$ cat src/rtl/spi_seq_pkg.sv
// Shared types and constants for the SPI transfer sequencer: FSM states, APB phases
// and the default CoreSPI register addresses.
package spi_seq_pkg;

    typedef enum logic [3:0] {
        ST_IDLE,
        ST_ARB,
        ST_SS_ON,
        ST_WT_TX,
        ST_WR_TX,
        ST_WT_RX,
        ST_RD_RX,
        ST_SS_OFF,
        ST_DONE,
        ST_ERR
    } state_t;

    typedef enum logic {
        PH_SETUP,
        PH_ACCESS
    } phase_t;

    localparam logic [3:0] DEF_ADDR_SSEL = 4'h4;
    localparam logic [3:0] DEF_ADDR_DATA = 4'h8;

    // States that own a two-cycle APB access
    function automatic logic is_apb_state(state_t s);
        return (s == ST_SS_ON) || (s == ST_WR_TX) || (s == ST_RD_RX) || (s == ST_SS_OFF);
    endfunction

endpackage

$ cat src/rtl/spi_seq_if.sv
// APB link between the sequencer and CoreSPI, including the two CoreSPI status flags.
interface spi_seq_if;
    logic       PSEL;
    logic       PENABLE;
    logic       PWRITE;
    logic [3:0] PADDR;
    logic [7:0] PWDATA;
    logic [7:0] PRDATA;
    logic       tx_reg_empty;
    logic       rx_data_ready;

    modport master (
        output PSEL, PENABLE, PWRITE, PADDR, PWDATA,
        input  PRDATA, tx_reg_empty, rx_data_ready
    );

    modport slave (
        input  PSEL, PENABLE, PWRITE, PADDR, PWDATA,
        output PRDATA, tx_reg_empty, rx_data_ready
    );
endinterface

$ cat src/rtl/spi_rr_arbiter.sv
// Combinational round-robin pick: the first set request strictly after the pointer wins.
module spi_rr_arbiter #(
    parameter int NREQ = 2,
    parameter int PW   = (NREQ > 1) ? $clog2(NREQ) : 1
) (
    input  logic [NREQ-1:0] req,
    input  logic [PW-1:0]   pointer,
    input  logic            enable,
    output logic [NREQ-1:0] winner
);

    logic found;

    // Walk outward from pointer+1; the first hit in that order wins
    always_comb begin
        winner = '0;
        found  = 1'b0;
        for (int off = 1; off <= NREQ; off++) begin
            for (int i = 0; i < NREQ; i++) begin
                if (enable && !found && req[i] && (i == (int'(pointer) + off) % NREQ)) begin
                    winner[i] = 1'b1;
                    found     = 1'b1;
                end
            end
        end
    end

endmodule

$ cat src/rtl/spi_xfer_sequencer.sv
// Shares one CoreSPI master among NREQ requesters, sequencing slave select, TX pushes and
// RX pulls over the APB port with per-wait-state timeout abort.
module spi_xfer_sequencer
    import spi_seq_pkg::*;
#(
    parameter int         NREQ      = 2,
    parameter int         LENW      = 8,
    parameter int         TIMEOUT   = 4096,
    parameter logic [3:0] ADDR_SSEL = DEF_ADDR_SSEL,
    parameter logic [3:0] ADDR_DATA = DEF_ADDR_DATA
) (
    input  logic               PCLK,
    input  logic               PRESET,
    input  logic [NREQ-1:0]    req_i,
    input  logic [NREQ*8-1:0]  req_ss_i,
    input  logic [NREQ*LENW-1:0] req_len_i,
    input  logic [NREQ*8-1:0]  req_tx_i,
    output logic [NREQ-1:0]    grant_o,
    output logic               busy_o,
    output logic               tx_pop_o,
    output logic [7:0]         rx_data_o,
    output logic               rx_valid_o,
    output logic               done_o,
    output logic               err_o,
    spi_seq_if.master          apb
);

    localparam int PW = (NREQ > 1) ? $clog2(NREQ) : 1;
    localparam int TW = $clog2(TIMEOUT + 1);

    state_t            state_q, state_d;
    phase_t            phase_q, phase_d;
    logic [NREQ-1:0]   grant_q, win;
    logic [PW-1:0]     ptr_q, win_idx;
    logic [7:0]        ss_q, ss_sel, tx_sel, tx_hold_q, rx_data_q;
    logic [LENW-1:0]   len_q, len_sel, cnt_q, cnt_inc;
    logic [TW-1:0]     timer_q;
    logic              abort_q, rx_valid_q, timeout, wait_stall;

    spi_rr_arbiter #(.NREQ(NREQ), .PW(PW)) u_arb (
        .req     (req_i),
        .pointer (ptr_q),
        .enable  (state_q == ST_IDLE),
        .winner  (win)
    );

    assign cnt_inc    = cnt_q + LENW'(1);
    assign timeout    = (timer_q == TW'(TIMEOUT - 1));
    assign wait_stall = ((state_q == ST_WT_TX) && !apb.tx_reg_empty) ||
                        ((state_q == ST_WT_RX) && !apb.rx_data_ready);

    // Slice selection: winner chooses ss/len to latch, the held grant chooses the live TX byte
    always_comb begin
        win_idx = '0;
        ss_sel  = '0;
        len_sel = '0;
        tx_sel  = '0;
        for (int i = 0; i < NREQ; i++) begin
            if (win[i]) begin
                win_idx = PW'(i);
                ss_sel  = ss_sel | req_ss_i[8*i +: 8];
                len_sel = len_sel | req_len_i[LENW*i +: LENW];
            end
            if (grant_q[i]) begin
                tx_sel = tx_sel | req_tx_i[8*i +: 8];
            end
        end
    end

    always_ff @(posedge PCLK) begin
        if (PRESET) begin
            state_q <= ST_IDLE;
            phase_q <= PH_SETUP;
        end else begin
            state_q <= state_d;
            phase_q <= phase_d;
        end
    end

    // APB states advance only after their ACCESS cycle
    always_comb begin
        state_d = state_q;
        phase_d = (is_apb_state(state_q) && phase_q == PH_SETUP) ? PH_ACCESS : PH_SETUP;
        case (state_q)
            ST_IDLE:   if (|req_i) state_d = ST_ARB;
            ST_ARB:    state_d = (len_q == '0) ? ST_DONE : ST_SS_ON;
            ST_SS_ON:  if (phase_q == PH_ACCESS) state_d = ST_WT_TX;
            ST_WT_TX: begin
                if (apb.tx_reg_empty) state_d = ST_WR_TX;
                else if (timeout)     state_d = ST_SS_OFF;
            end
            ST_WR_TX:  if (phase_q == PH_ACCESS) state_d = ST_WT_RX;
            ST_WT_RX: begin
                if (apb.rx_data_ready) state_d = ST_RD_RX;
                else if (timeout)      state_d = ST_SS_OFF;
            end
            ST_RD_RX: begin
                if (phase_q == PH_ACCESS) state_d = (cnt_inc == len_q) ? ST_SS_OFF : ST_WT_TX;
            end
            ST_SS_OFF: if (phase_q == PH_ACCESS) state_d = abort_q ? ST_ERR : ST_DONE;
            ST_DONE:   state_d = ST_IDLE;
            ST_ERR:    state_d = ST_IDLE;
            default:   state_d = ST_IDLE;
        endcase
    end

    always_ff @(posedge PCLK) begin
        if (PRESET) begin
            grant_q    <= '0;
            ptr_q      <= PW'(NREQ - 1);
            ss_q       <= '0;
            len_q      <= '0;
            cnt_q      <= '0;
            timer_q    <= '0;
            abort_q    <= 1'b0;
            tx_hold_q  <= '0;
            rx_data_q  <= '0;
            rx_valid_q <= 1'b0;
        end else begin
            rx_valid_q <= 1'b0;
            if (state_q == ST_IDLE && |req_i) begin
                grant_q <= win;
                ptr_q   <= win_idx;
                ss_q    <= ss_sel;
                len_q   <= len_sel;
                cnt_q   <= '0;
                abort_q <= 1'b0;
            end
            if (state_q == ST_DONE || state_q == ST_ERR) begin
                grant_q <= '0;
            end
            if (state_d != state_q) begin
                timer_q <= '0;
            end else if (state_q == ST_WT_TX || state_q == ST_WT_RX) begin
                timer_q <= timer_q + TW'(1);
            end
            if (wait_stall && timeout) begin
                abort_q <= 1'b1;
            end
            if (state_q == ST_WR_TX && phase_q == PH_SETUP) begin
                tx_hold_q <= tx_sel;
            end
            if (state_q == ST_RD_RX && phase_q == PH_ACCESS) begin
                rx_data_q  <= apb.PRDATA;
                rx_valid_q <= 1'b1;
                cnt_q      <= cnt_inc;
            end
        end
    end

    // The TX byte is taken live in SETUP (the requester pops it there) and held for ACCESS
    always_comb begin
        apb.PSEL    = 1'b0;
        apb.PENABLE = 1'b0;
        apb.PWRITE  = 1'b0;
        apb.PADDR   = '0;
        apb.PWDATA  = '0;
        tx_pop_o    = 1'b0;
        done_o      = 1'b0;
        err_o       = 1'b0;
        case (state_q)
            ST_SS_ON: begin
                apb.PSEL    = 1'b1;
                apb.PENABLE = (phase_q == PH_ACCESS);
                apb.PWRITE  = 1'b1;
                apb.PADDR   = ADDR_SSEL;
                apb.PWDATA  = ss_q;
            end
            ST_WR_TX: begin
                apb.PSEL    = 1'b1;
                apb.PENABLE = (phase_q == PH_ACCESS);
                apb.PWRITE  = 1'b1;
                apb.PADDR   = ADDR_DATA;
                apb.PWDATA  = (phase_q == PH_SETUP) ? tx_sel : tx_hold_q;
                tx_pop_o    = (phase_q == PH_SETUP);
            end
            ST_RD_RX: begin
                apb.PSEL    = 1'b1;
                apb.PENABLE = (phase_q == PH_ACCESS);
                apb.PADDR   = ADDR_DATA;
            end
            ST_SS_OFF: begin
                apb.PSEL    = 1'b1;
                apb.PENABLE = (phase_q == PH_ACCESS);
                apb.PWRITE  = 1'b1;
                apb.PADDR   = ADDR_SSEL;
            end
            ST_DONE: done_o = 1'b1;
            ST_ERR:  err_o  = 1'b1;
            default: ;
        endcase
    end

    assign busy_o     = (state_q != ST_IDLE);
    assign grant_o    = grant_q;
    assign rx_data_o  = rx_data_q;
    assign rx_valid_o = rx_valid_q;

endmodule

$ cat src/flat_wrapper.sv
// flat-port wrapper written by rule: the top's interface ports become plain ports
module spi_xfer_sequencer_flat import spi_seq_pkg::*;
#(
    parameter int         NREQ      = 2,
    parameter int         LENW      = 8,
    parameter int         TIMEOUT   = 4096,
    parameter logic [3:0] ADDR_SSEL = DEF_ADDR_SSEL,
    parameter logic [3:0] ADDR_DATA = DEF_ADDR_DATA
)
  (PCLK, PRESET, req_i, req_ss_i, req_len_i, req_tx_i, grant_o, busy_o, tx_pop_o, rx_data_o, rx_valid_o, done_o, err_o, apb_PSEL, apb_PENABLE, apb_PWRITE, apb_PADDR, apb_PWDATA, apb_PRDATA, apb_tx_reg_empty, apb_rx_data_ready);
  spi_seq_if apb_i ();
  input  logic PCLK;
  input  logic PRESET;
  input  logic [NREQ-1:0] req_i;
  input  logic [NREQ*8-1:0] req_ss_i;
  input  logic [NREQ*LENW-1:0] req_len_i;
  input  logic [NREQ*8-1:0] req_tx_i;
  output logic [NREQ-1:0] grant_o;
  output logic busy_o;
  output logic tx_pop_o;
  output logic [7:0] rx_data_o;
  output logic rx_valid_o;
  output logic done_o;
  output logic err_o;
  output wire logic [$bits(apb_i.PSEL)-1:0] apb_PSEL;
  output wire logic [$bits(apb_i.PENABLE)-1:0] apb_PENABLE;
  output wire logic [$bits(apb_i.PWRITE)-1:0] apb_PWRITE;
  output wire logic [$bits(apb_i.PADDR)-1:0] apb_PADDR;
  output wire logic [$bits(apb_i.PWDATA)-1:0] apb_PWDATA;
  input wire logic [$bits(apb_i.PRDATA)-1:0] apb_PRDATA;
  input wire logic [$bits(apb_i.tx_reg_empty)-1:0] apb_tx_reg_empty;
  input wire logic [$bits(apb_i.rx_data_ready)-1:0] apb_rx_data_ready;
  assign apb_PSEL = apb_i.PSEL;
  assign apb_PENABLE = apb_i.PENABLE;
  assign apb_PWRITE = apb_i.PWRITE;
  assign apb_PADDR = apb_i.PADDR;
  assign apb_PWDATA = apb_i.PWDATA;
  assign apb_i.PRDATA = apb_PRDATA;
  assign apb_i.tx_reg_empty = apb_tx_reg_empty;
  assign apb_i.rx_data_ready = apb_rx_data_ready;
  spi_xfer_sequencer #(.NREQ(NREQ), .LENW(LENW), .TIMEOUT(TIMEOUT), .ADDR_SSEL(ADDR_SSEL), .ADDR_DATA(ADDR_DATA)) u_core (.PCLK(PCLK), .PRESET(PRESET), .req_i(req_i), .req_ss_i(req_ss_i), .req_len_i(req_len_i), .req_tx_i(req_tx_i), .grant_o(grant_o), .busy_o(busy_o), .tx_pop_o(tx_pop_o), .rx_data_o(rx_data_o), .rx_valid_o(rx_valid_o), .done_o(done_o), .err_o(err_o), .apb(apb_i));
endmodule
$ cat config.mk
export PLATFORM = sky130hd
export DESIGN_NAME = spi_xfer_sequencer_flat
export DESIGN_NICKNAME = d
export VERILOG_FILES = /design/src/rtl/spi_seq_pkg.sv /design/src/rtl/spi_seq_if.sv /design/src/rtl/spi_rr_arbiter.sv /design/src/rtl/spi_xfer_sequencer.sv /design/src/flat_wrapper.sv
export SDC_FILE = /design/constraint.sdc
export NUM_CORES = 1
export LEC_CHECK = 0
export ABC_AREA = 1
export ABC_CLOCK_PERIOD_IN_PS = 1500
export CELL_PAD_IN_SITES_DETAIL_PLACEMENT = 1
export CELL_PAD_IN_SITES_GLOBAL_PLACEMENT = 2
export CORE_MARGIN = 10
export CORE_UTILIZATION = 23
export DETAILED_ROUTE_END_ITERATION = 8
export PLACE_DENSITY_LB_ADDON = 0.1
export SLEW_MARGIN = 20
export SYNTH_ARGS = -nofsm -noshare
export SYNTH_HDL_FRONTEND = slang
export SYNTH_SLANG_ARGS = --single-unit
$ cat constraint.sdc
create_clock -name PCLK -period 1.5 [get_ports PCLK]
set_input_delay 0.225 -clock PCLK [delete_from_list [all_inputs] [get_ports PCLK]]
set_output_delay 0.225 -clock PCLK [all_outputs]
set_load 0.02 [all_outputs]
==> results.md <==
* Psw at 2.92 mW
* Seq/Total Area, Yosys at 0.353
* RSZ-0062 raised after global routing: yes
* CTS root buf: clkbuf_16
* Post-route DRC at 0
* Clk sinks at 63
* Post-synth EDFFs at 0
* Switching Share at 0.358
* Total of max-cap violations at 0
* Most frequent cells after synthesis: nand2_1 (125), inv_1 (83), dfxtp_1 (63)
* Cell Rows at 45
* Placed instance area at 0.00547 mm²
* DRT Wirelength at 15900 µm
* CP startpoint kind: register
* Yosys top cell by area: dfxtp_1
* Gr usage total at 0.149
* # IOs at 92
* Post-layout min period at 1.78 ns
* Ant. Diodes at 0
* Via density at 4.49
* Cell family with most CP delay: simple AND/OR/NAND/NOR gates
* CP max-delay cell: dfxtp_4
* Synth-to-Final Area Change at 92.5%
* Die X at 145 µm
* Crit path kind: register to register
* Critical path peak fanout at 6
* Die height at 145 µm
* Max Clock Skew at 0.0107 ns
* Share of power burned in combinational logic at 0.453
* Die area at 0.0209 mm²
* Max H-tree Level at 3
* Hold Crit Class: input port to register
* Initial core utilization at 0.235
* Share of layout cells above drive strength 1 at 0.448
* First-pass GRT wire length at 24400 µm
* Worst-path clk slew at 0.06 ns
* Port buffer count at 89
* Pleak at 3.13 nW
* Pin count of the biggest net entering global routing at 13
* Final hold vios at 0
* 1st-iter DRT viols at 123
* Final period util at 1.19
* Critical Path RT at 1.78 ns
* Drt pass-1 iters at 4
* Routed Antenna Nets at 0
* Fmax at 562 MHz
* Final setup violation count at 61
* GP Congestion at 0.831
* Vias in the first global route at 4626
* Top cell type's share of synthesized area at 0.353
* Post-route cell area at 0.00689 mm²
* Nets at 824
* Hold buffer count at cts at 0
* WL/cell at 16.7 µm
* CP max stage delay at 0.38 ns
* Initial antenna violation count at 0
* Outcome: finished, violations left
* CP most frequent cell: nor2_4
* Pwr Total at 8.15 mW
* Filler cells at 1833
* Vias at 4280
* Synth Register Bits at 63
* Max Slew Vio Count at 0
* Ys Warns at 0
* Count leader, synth: nand2_1
* P per Cell Area at 1180 mW/mm²
* Final worst setup slack at -0.279 ns
* CP endpoint kind: register
* Buf/Inv on CP at 2
* Cell-internal power at 5.23 mW
* Syn avg cell area at 6.66 µm²
* Unique masters post-synth at 37
* Post-Syn Area at 0.00358 mm²
* Setup Total Neg Slack at -10.43 ns
* Post-synth ARST share at 0
* Synth area leaders: dfxtp_1 (35%), nand2_1 (13%), inv_1 (8.7%), nand3_1 (7.7%), nor2_1 (5.6%)
* Placeable Area at 0.0152 mm²
* CTS tree: done
* Post-detail-place hpwl at 11600 µm
* Sequential cell fraction of total power at 0.244
* Power share of the clock group at 0.303
* Critical Path, Cell by Cell: nor2_4, buf_6, nand2_8, nor2_8, nor2_4, nand3_2, nand3_4, nor2_4, nand4_4, clkbuf_16, nor2_2
* Ys flop type: dfxtp_1
* Maximum VDD drop at 0.578 mV
* Worst-skew pair later-pin latency at 0.34 ns
* CP arrival at 2.06 ns
* Util after Layout at 0.453
* Total congestion overflow at 0
* Violations in the final reports: setup timing
* TritonCTS buffer count at 9
* Post-Synthesis Cells at 537
* Clock Path Buffers at 2
[cell usage in the layout (no fill, tap or decap), drive strengths merged, types with 8 or more instances in the layout]
cell type,n
inv,84
dfxtp,63
dlygate4sd2,9
a22o,8
clkdlybuf4s50,61
a32o,8
buf,155
a21oi,32
o21ai,24
nor2,74
clkbuf,10
nand3,57
nand2,133
[worst reg2reg max path, delay by kind of cell, from the launching register on]
| kind | cells | cell delay (ns) |
|---|---|---|
| AND/OR/NAND/NOR | 9 | 0.94 |
| flip-flops | 1 | 0.38 |
| buffers and inverters | 2 | 0.39 |
[sequential cells by signal (all words and copies together), names as in the netlist]
signal and count:
u_core.rx_valid_o 1, u_core.rx_data_o 8, u_core.timer_q 13, u_core.abort_q 1, u_core.ss_q 8, u_core.tx_hold_q 8, u_core.grant_o 2, u_core.ptr_q 1
u_core.phase_q 1, u_core.cnt_q 8, u_core.state_q 4, u_core.len_q 8
[logic make-up after synthesis]
kind of cell    count (synthesis)  synth area share
xor+xnor                       11            0.0269
buf+inv                       106             0.120
fa+ha+maj                       2           0.00699
other cells                     1           0.00105
simple gates                  272             0.351
compound gates                 81             0.138
flops                          63             0.353
mux                             1           0.00280
[path summary, 6_finish.rpt]
path | start | endpoint | slack (ns) | cells past startpoint
worst max-delay path | u_core.state_q[2] | u_core.timer_q[9] | -0.28 | 11
worst min-delay path | apb_PRDATA[5] | u_core.rx_data_o[5] | 0.45 | 3
worst max register to register | u_core.state_q[2] | u_core.timer_q[9] | -0.28 | 11
worst min register to register | u_core.tx_hold_q[0] | u_core.tx_hold_q[0] | 0.46 | 2
[routing by layer]
layer  global-route usage  share of wire  up-vias
met5                    0              0        -
met4               0.0431          0.017        0
met3               0.0310          0.039       24
met2                0.255           0.49       91
met1                0.183           0.45     2012
li1                     -              -     2153
[per-stage QoR]
stage | setup WS (ns) | std cells | hold WS, ns
finish | -0.279 | 953 | 0.451
CTS | -0.270 | 940 | 0.438
global placement | -0.452 | 904 | 0.451
detailed placement | -0.585 | 904 | 0.457
global route | -0.378 | 953 | 0.463
floorplan | -0.0399 | 538 | 0.369
[power groups by stage]
| stage | clock, mW | sequential (mW) | combinational (mW) |
|---|---|---|---|
| detailed placement | 0 | 2.00 | 2.47 |
| CTS | 2.52 | 1.98 | 3.14 |
| global placement | 0 | 1.99 | 2.45 |
| global route | 2.61 | 2.01 | 3.95 |
| floorplan | 0 | 1.96 | 1.25 |
| finish | 2.47 | 1.99 | 3.69 |
[cell type report]
cell class	count	area, µm²	area share
repair buffers	228	2130	0.310
inverters	88	364	0.0529
flip-flops and latches	63	1290	0.187
multi-input cells	370	2520	0.366
clock buffers	9	225	0.0327
well taps	188	235	0.0342
clock inverters	7	121	0.0176
[repair_timing]
| action | 4_1_cts | 5_1_grt |
|---|---|---|
| endpoints found under the hold margin | 0 | 0 |
| gates cloned | 3 | 0 |
| pin swaps | 28 | 51 |
| endpoints found under the setup margin | 77 | 75 |
| buffers inserted | 19 | 17 |
| resized for setup | 226 | 127 |
Note: power is estimated with default switching activity, not from simulation.
